$ cat config.mk
export PLATFORM = sky130hd
export DESIGN_NAME = width_8to16
export DESIGN_NICKNAME = d
export VERILOG_FILES = /design/src/rtl/width_8to16.sv
export SDC_FILE = /design/constraint.sdc
export NUM_CORES = 1
export LEC_CHECK = 0
export CAP_MARGIN = 20
export CORE_ASPECT_RATIO = 0.75
export CORE_MARGIN = 3
export CORE_UTILIZATION = 35
export DETAILED_ROUTE_END_ITERATION = 7
export SKIP_LAST_GASP = 1
export SYNTH_ARGS = -nofsm -noshare
export SYNTH_HDL_FRONTEND = slang
export SYNTH_SLANG_ARGS = --single-unit
$ cat constraint.sdc
create_clock -name clk -period 1.6 [get_ports clk]
set_input_delay 0.24 -clock clk [delete_from_list [all_inputs] [get_ports clk]]
set_output_delay 0.24 -clock clk [all_outputs]
set_load 0.02 [all_outputs]
$ cat src/rtl/width_8to16.sv
// Byte-to-word width converter: packs two consecutive valid bytes into one
// registered 16-bit word, first byte in the upper half, with a one-cycle
// valid strobe per completed word.
//
// state | meaning
// ------+-------------------------------------------
// EMPTY | no byte held; next valid byte is the upper byte
// HALF  | upper byte held; next valid byte completes the word
//
// Note: rst_n is asynchronous and active-high despite its name; it is kept
// for compatibility with the surrounding byte-stream path.
module width_8to16 (
   input  logic        clk,
   input  logic        rst_n,
   input  logic        valid_in,
   input  logic [7:0]  data_in,
   output logic        valid_out,
   output logic [15:0] data_out
);

   typedef enum logic {
      EMPTY = 1'b0,
      HALF  = 1'b1
   } state_t;

   state_t      state_q;
   state_t      state_d;
   logic [7:0]  hold_q;
   logic [7:0]  hold_d;
   logic [15:0] data_d;
   logic        valid_d;

   // State, holding byte and registered outputs; reset clears everything at once
   always_ff @(posedge clk or posedge rst_n) begin
      if (rst_n) begin
         state_q   <= EMPTY;
         hold_q    <= 8'h00;
         data_out  <= 16'h0000;
         valid_out <= 1'b0;
      end else begin
         state_q   <= state_d;
         hold_q    <= hold_d;
         data_out  <= data_d;
         valid_out <= valid_d;
      end
   end

   // Next-state and output decode; data_out only changes when a word completes
   always_comb begin
      state_d = state_q;
      hold_d  = hold_q;
      data_d  = data_out;
      valid_d = 1'b0;
      if (valid_in) begin
         case (state_q)
            EMPTY: begin
               hold_d  = data_in;
               state_d = HALF;
            end
            HALF: begin
               data_d  = {hold_q, data_in};
               valid_d = 1'b1;
               state_d = EMPTY;
            end
            default: begin
               state_d = EMPTY;
            end
         endcase
      end
   end

endmodule

==> results.py, run 1 <==
metrics = {
    "outcome": {
        "outcome": "finished clean",
    },
    "worst_setup_path": {
        "crit_path_end_kind": "output port",
        "slowest_stage": "clkdlybuf4s50_1",
        "cp_num_buf_inv": 1,
        "critPathTopFamily": "buffers and inverters",
        "crit_chain": "clkdlybuf4s50_1",
        "crit_arrival_ps": 1250,
        "crit_type": "flop to output port",
        "critPathLaunchType": "flop",
        "slowest_delay_ps": 610,
        "crit_required_ps": 1360,
        "critical_path.max_fanout": 2,
    },
    "power_and_ir_drop": {
        "peakVddDrop_mv": 0.9351,
        "power.leakage_nw": 0.6243,
        "p_per_area_mw_per_mm2": 2097,
        "total_power_mw": 2.907,
    },
    "sta": {
        "tightestPinTransition_ps": 328.5,
        "period_share_pct": 93.07,
        "tns_ps": 0,
        "final_hold_viol_count": 0,
        "slew_viol_final": 0,
        "setup_viol": 0,
        "grt_setup_unrepaired": "false",
        "fin_crit_ps": 1489,
        "relSlewSlack_pct": 78.10,
        "skew_ps": 2.046,
        "fmax_ghz": 0.6716,
    },
    "cts": {
        "cts_sinks": 26,
        "cts_max_level": 1,
        "clk_pin_slew_ps": 90,
        "ctsResizeCount": 0,
        "cts_made_buffers": 3,
        "cts_hold_buf": 0,
        "post-cts-setup-buffers": 0,
        "cts_buffer_depth": 2,
        "cts-root-buf": "clkbuf_8",
        "cts_tree": "built",
        "clk_latency_ps": 270,
    },
    "drt": {
        "vias": 554,
        "postRouteAntennaNets": 0,
        "viasPerCell": 4.468,
        "drtPass1Iterations": 3,
        "wl_um": 1646,
        "routedWlPerCell_um": 13.27,
        "drc": 0,
        "drtIter0Drc": 29,
    },
    "floorplanning": {
        "io_pins": 28,
        "die_h_um": 52.55,
        "fp.dieArea_mm2": 0.003576,
        "fp-row-count": 16,
        "coreArea_mm2": 0.002683,
        "die_x_um": 68.06,
        "initial_utilization_pct": 37.69,
    },
    "yosys": {
        "yosysUniqueCellTypes": 8,
        "ys_seq_area_share_pct": 64.36,
        "syn-num-nets": 68,
        "yosys_warnings": 0,
        "synth_seq_cells": 26,
        "syn_inst": 57,
        "syn_area_mm2": 0.001011,
        "syn-mean-instance-area_um2": 17.74,
    },
    "layout": {
        "insertedDiodeCount": 0,
        "nets": 100,
        "regArea_um2": 650.6,
        "fillCellCount": 252,
        "drive_gt1_share_pct": 35.23,
        "multi_input_area_um2": 330.3,
        "area_growth_pct": 37.13,
    },
    "place": {
        "io_buffers": 27,
        "hpwlAfterDp_um": 1152,
        "gp_congestion": 0.6470,
    },
    "job": {
        "drv_cap": 0,
    },
    "global_route": {
        "track_usage_pct": 10.97,
        "grt-ovfl-total": 0,
        "grt_pass1_vias": 565,
        "grt_max_degree": 27,
        "antenna_found_initial": 0,
        "grt_pass1_wl_um": 2697,
    },
    "worst_hold_path": {
        "hp-class": "primary input to async pin",
    },
}
==> sequential cells by signal (all words and copies together), names as in the netlist <==
signal and count:
data_out 16, valid_out 1, hold_q 8, state_q 1
==> path summary, 6_finish.rpt <==
kind                                  start  cells past startpoint           end  slack (ps)
min in group clk                  hold_q[4]                      1  data_out[12]         510
worst min-delay path                  rst_n                      3   data_out[7]         340
worst max-delay path            data_out[4]                      1   data_out[4]         110
worst min register to register    hold_q[4]                      1  data_out[12]         510
max in group asynchronous             rst_n                      3  data_out[11]        1020
worst max register to register      state_q                      3     hold_q[5]         430
==> report_power, final <==
part	leakage (nW)	total [mW]	switching, mW	internal, mW
combinational	0.290	1.32	0.534	0.788
clock	0.0288	0.418	0.198	0.220
sequential	0.306	1.17	0.177	0.990
==> stage by stage <==
step           setup WS [ps]  hold slack [ps]  util, %  cell area [µm²]  cells
6_report               111.0            335.7    51.68             1386    124
5_1_grt                53.05            378.4    51.68             1386    124
4_1_cts                90.59            346.5    51.68             1386    124
3_5_place_dp           88.11            493.8    49.63             1331    120
3_3_place_gp           99.80            479.7    49.63             1331    120
2_1_floorplan          501.7            280.0        -             1011     57
==> layout make-up <==
type	instances	share of cell area (%)
inverter	2	0.5415
tap	36	3.249
clock buffer	4	3.971
timing repair buffer	29	21.48
sequential	26	46.93
multi-input combinational	27	23.83
==> Yosys cell counts, drive strengths merged <==
cell / instances / share of area (%)
inv: 2 / 0.74
xor2: 1 / 0.87
buf: 2 / 2.2
mux2: 24 / 30
dfrtp: 26 / 64
nand2: 1 / 1.1
nand2b: 1 / 0.62
==> placed cells by master, fill, tap and decap left out <==
cell type        Yosys  layout
buf_12               0       1
buf_4                0       1
clkbuf_8             0       4
clkdlybuf4s50_1      0      27
dfrtp_1             26      26
inv_1                2       2
mux2_2              15      15
mux2_4               9       9
nand2_4              1       1
nand2b_1             1       1
xor2_1               1       1
==> cell families after synthesis <==
group | synth area share [%]
flops | 64.36
mux | 30.07
buf+inv | 2.970
simple gates | 1.733
xor+xnor | 0.8665
==> layer usage <==
metal | up-vias | share of wire (%) | global-route usage, %
met5 | - | 0 | 0
met4 | 0 | 1.2 | 3.960
met3 | 5 | 9.1 | 5.794
met2 | 22 | 42 | 14.88
met1 | 271 | 47 | 14.65
li1 | 256 | - | -
No activity file was read; power rests on OpenSTA's default activity.
==> run 2, diff against run 1 <==
--- a/config.mk
+++ b/config.mk
@@ -5,6 +5,7 @@
 export SDC_FILE = /design/constraint.sdc
 export NUM_CORES = 1
 export LEC_CHECK = 0
+export ABC_CLOCK_PERIOD_IN_PS = 1600
 export CAP_MARGIN = 20
 export CORE_ASPECT_RATIO = 0.75
 export CORE_MARGIN = 3
==> results of run 2 <==
Same layout as run 1: the final DEF is identical, and so are final timing and power.
==> run 3, diff against run 2 <==
--- a/config.mk
+++ b/config.mk
@@ -10,6 +10,7 @@
 export CORE_ASPECT_RATIO = 0.75
 export CORE_MARGIN = 3
 export CORE_UTILIZATION = 35
+export CTS_BUF_LIST = sky130_fd_sc_hd__clkbuf_16
 export DETAILED_ROUTE_END_ITERATION = 7
 export SKIP_LAST_GASP = 1
 export SYNTH_ARGS = -nofsm -noshare
==> results.py, run 3 (same netlist as run 1, synthesis figures left out) <==
metrics = {
    "cts": {
        "cts_tree": "built",
        "post-cts-setup-buffers": 0,
        "cts_buffer_depth": 2,
        "ctsResizeCount": 0,
        "cts_sinks": 26,
        "clk_latency_ps": 250,
        "cts_max_level": 1,
        "clk_pin_slew_ps": 60,
        "cts-root-buf": "clkbuf_16",
        "cts_hold_buf": 0,
        "cts_made_buffers": 3,
    },
    "worst_setup_path": {
        "critPathLaunchType": "flop",
        "regToRegSetupSlack_ps": 430,
        "crit_chain": "clkdlybuf4s50_1",
        "crit_type": "flop to output port",
        "critical_path.max_fanout": 2,
        "slowest_delay_ps": 610,
        "cp_num_buf_inv": 1,
        "r2r_start": "state_q",
        "reg2reg_to": "hold_q[5]",
        "startpoint": "data_out[4]",
        "crit_path_end_kind": "output port",
        "crit_arrival_ps": 1230,
        "ff2ff_path_depth": 3,
        "crit_required_ps": 1360,
        "critPathTopFamily": "buffers and inverters",
        "slowest_stage": "clkdlybuf4s50_1",
    },
    "sta": {
        "fmax_ghz": 0.6802,
        "slew_viol_final": 0,
        "tns_ps": 0,
        "period_share_pct": 91.88,
        "fin_crit_ps": 1470,
        "final.setup.worst_slack_ps": 129.9,
        "skew_ps": 1.107,
        "grt_setup_unrepaired": "false",
        "setup_viol": 0,
        "relSlewSlack_pct": 78.19,
        "final_hold_viol_count": 0,
        "tightestPinTransition_ps": 327.1,
    },
    "global_route": {
        "track_usage_pct": 10.89,
        "grt_pass1_vias": 566,
        "grt_pass1_wl_um": 2691,
        "antenna_found_initial": 0,
        "grt-ovfl-total": 0,
        "grt_max_degree": 27,
    },
    "floorplanning": {
        "io_pins": 28,
        "initial_utilization_pct": 37.69,
        "fp.dieArea_mm2": 0.003576,
        "die_h_um": 52.55,
        "fp-row-count": 16,
        "die_x_um": 68.06,
        "coreArea_mm2": 0.002683,
    },
    "drt": {
        "wl_um": 1644,
        "postRouteAntennaNets": 0,
        "drc": 0,
        "vias": 558,
        "routedWlPerCell_um": 13.26,
        "drtIter0Drc": 16,
        "viasPerCell": 4.500,
        "drtPass1Iterations": 2,
    },
    "layout": {
        "final_common_cell": "clkdlybuf4s50_1",
        "nets": 100,
        "final_cell_mix": "27 x clkdlybuf4s50_1, 26 x dfrtp_1, 15 x mux2_2",
        "drive_gt1_share_pct": 34.09,
        "regMostFlops": "data_out",
        "insertedDiodeCount": 0,
        "area_growth_pct": 39.48,
        "reg_top3": "data_out (16), hold_q (8)",
        "largest_reg_flops": 16,
        "finish.instance_area_mm2": 0.001410,
    },
    "job": {
        "drv_cap": 0,
    },
    "place": {
        "hpwlAfterDp_um": 1152,
        "gp_congestion": 0.6470,
        "dp_slack_ps": 88.11,
        "dpl_cell_area_mm2": 0.001331,
        "io_buffers": 27,
    },
    "power_and_ir_drop": {
        "power.leakage_nw": 0.6341,
        "peakVddDrop_mv": 0.9370,
        "total_power_mw": 3.030,
        "p_per_area_mw_per_mm2": 2149,
    },
    "worst_hold_path": {
        "hp-class": "primary input to async pin",
    },
    "outcome": {
        "outcome": "finished clean",
    },
}
run 3: cell types whose count changed in the layout (fill, tap and decap cells not counted), sizes merged:
cell / change
clkbuf: -1
clkinv: +1
run 3: final cells by class:
type,instances,area [µm²]
Clock buffer,3,75.07
Clock inverter,1,3.754
Fill cell,246,1272
Inverter,2,7.507
Multi-Input combinational cell,27,330.3
Sequential cell,26,650.6
Tap cell,36,45.04
Timing Repair Buffer,29,297.8
run 3: where the power goes:
part	leakage [nW]	switching, mW	internal [mW]
Clock	0.0385	0.203	0.334
Sequential	0.306	0.178	0.992
Combinational	0.290	0.536	0.788
run 3: worst max-delay path by stage:
stage,cells past startpoint,endpoint,slack [ps]
floorplan,3,data_out[0],500
global placement,3,data_out[13],100
detailed placement,3,data_out[9],90
CTS,1,data_out[4],120
global route,1,data_out[3],80
finish,1,data_out[4],130
run 3: per-layer routing:
metal / vias to the layer above / GRT usage [%] / wire [µm]
met5: - / 0 / 0
met4: 0 / 2.970 / 8
met3: 2 / 5.794 / 142
met2: 21 / 16.00 / 741
met1: 279 / 13.88 / 753
li1: 256 / - / -
run 3: per-stage QoR:
stage,cells,utilization (%),hold slack [ps]
after floorplan,57,-,280.0
after global placement,120,49.63,479.7
after detailed placement,120,49.63,493.8
after CTS,124,52.57,367.7
after global routing,124,52.57,410.2
final,124,52.57,355.8
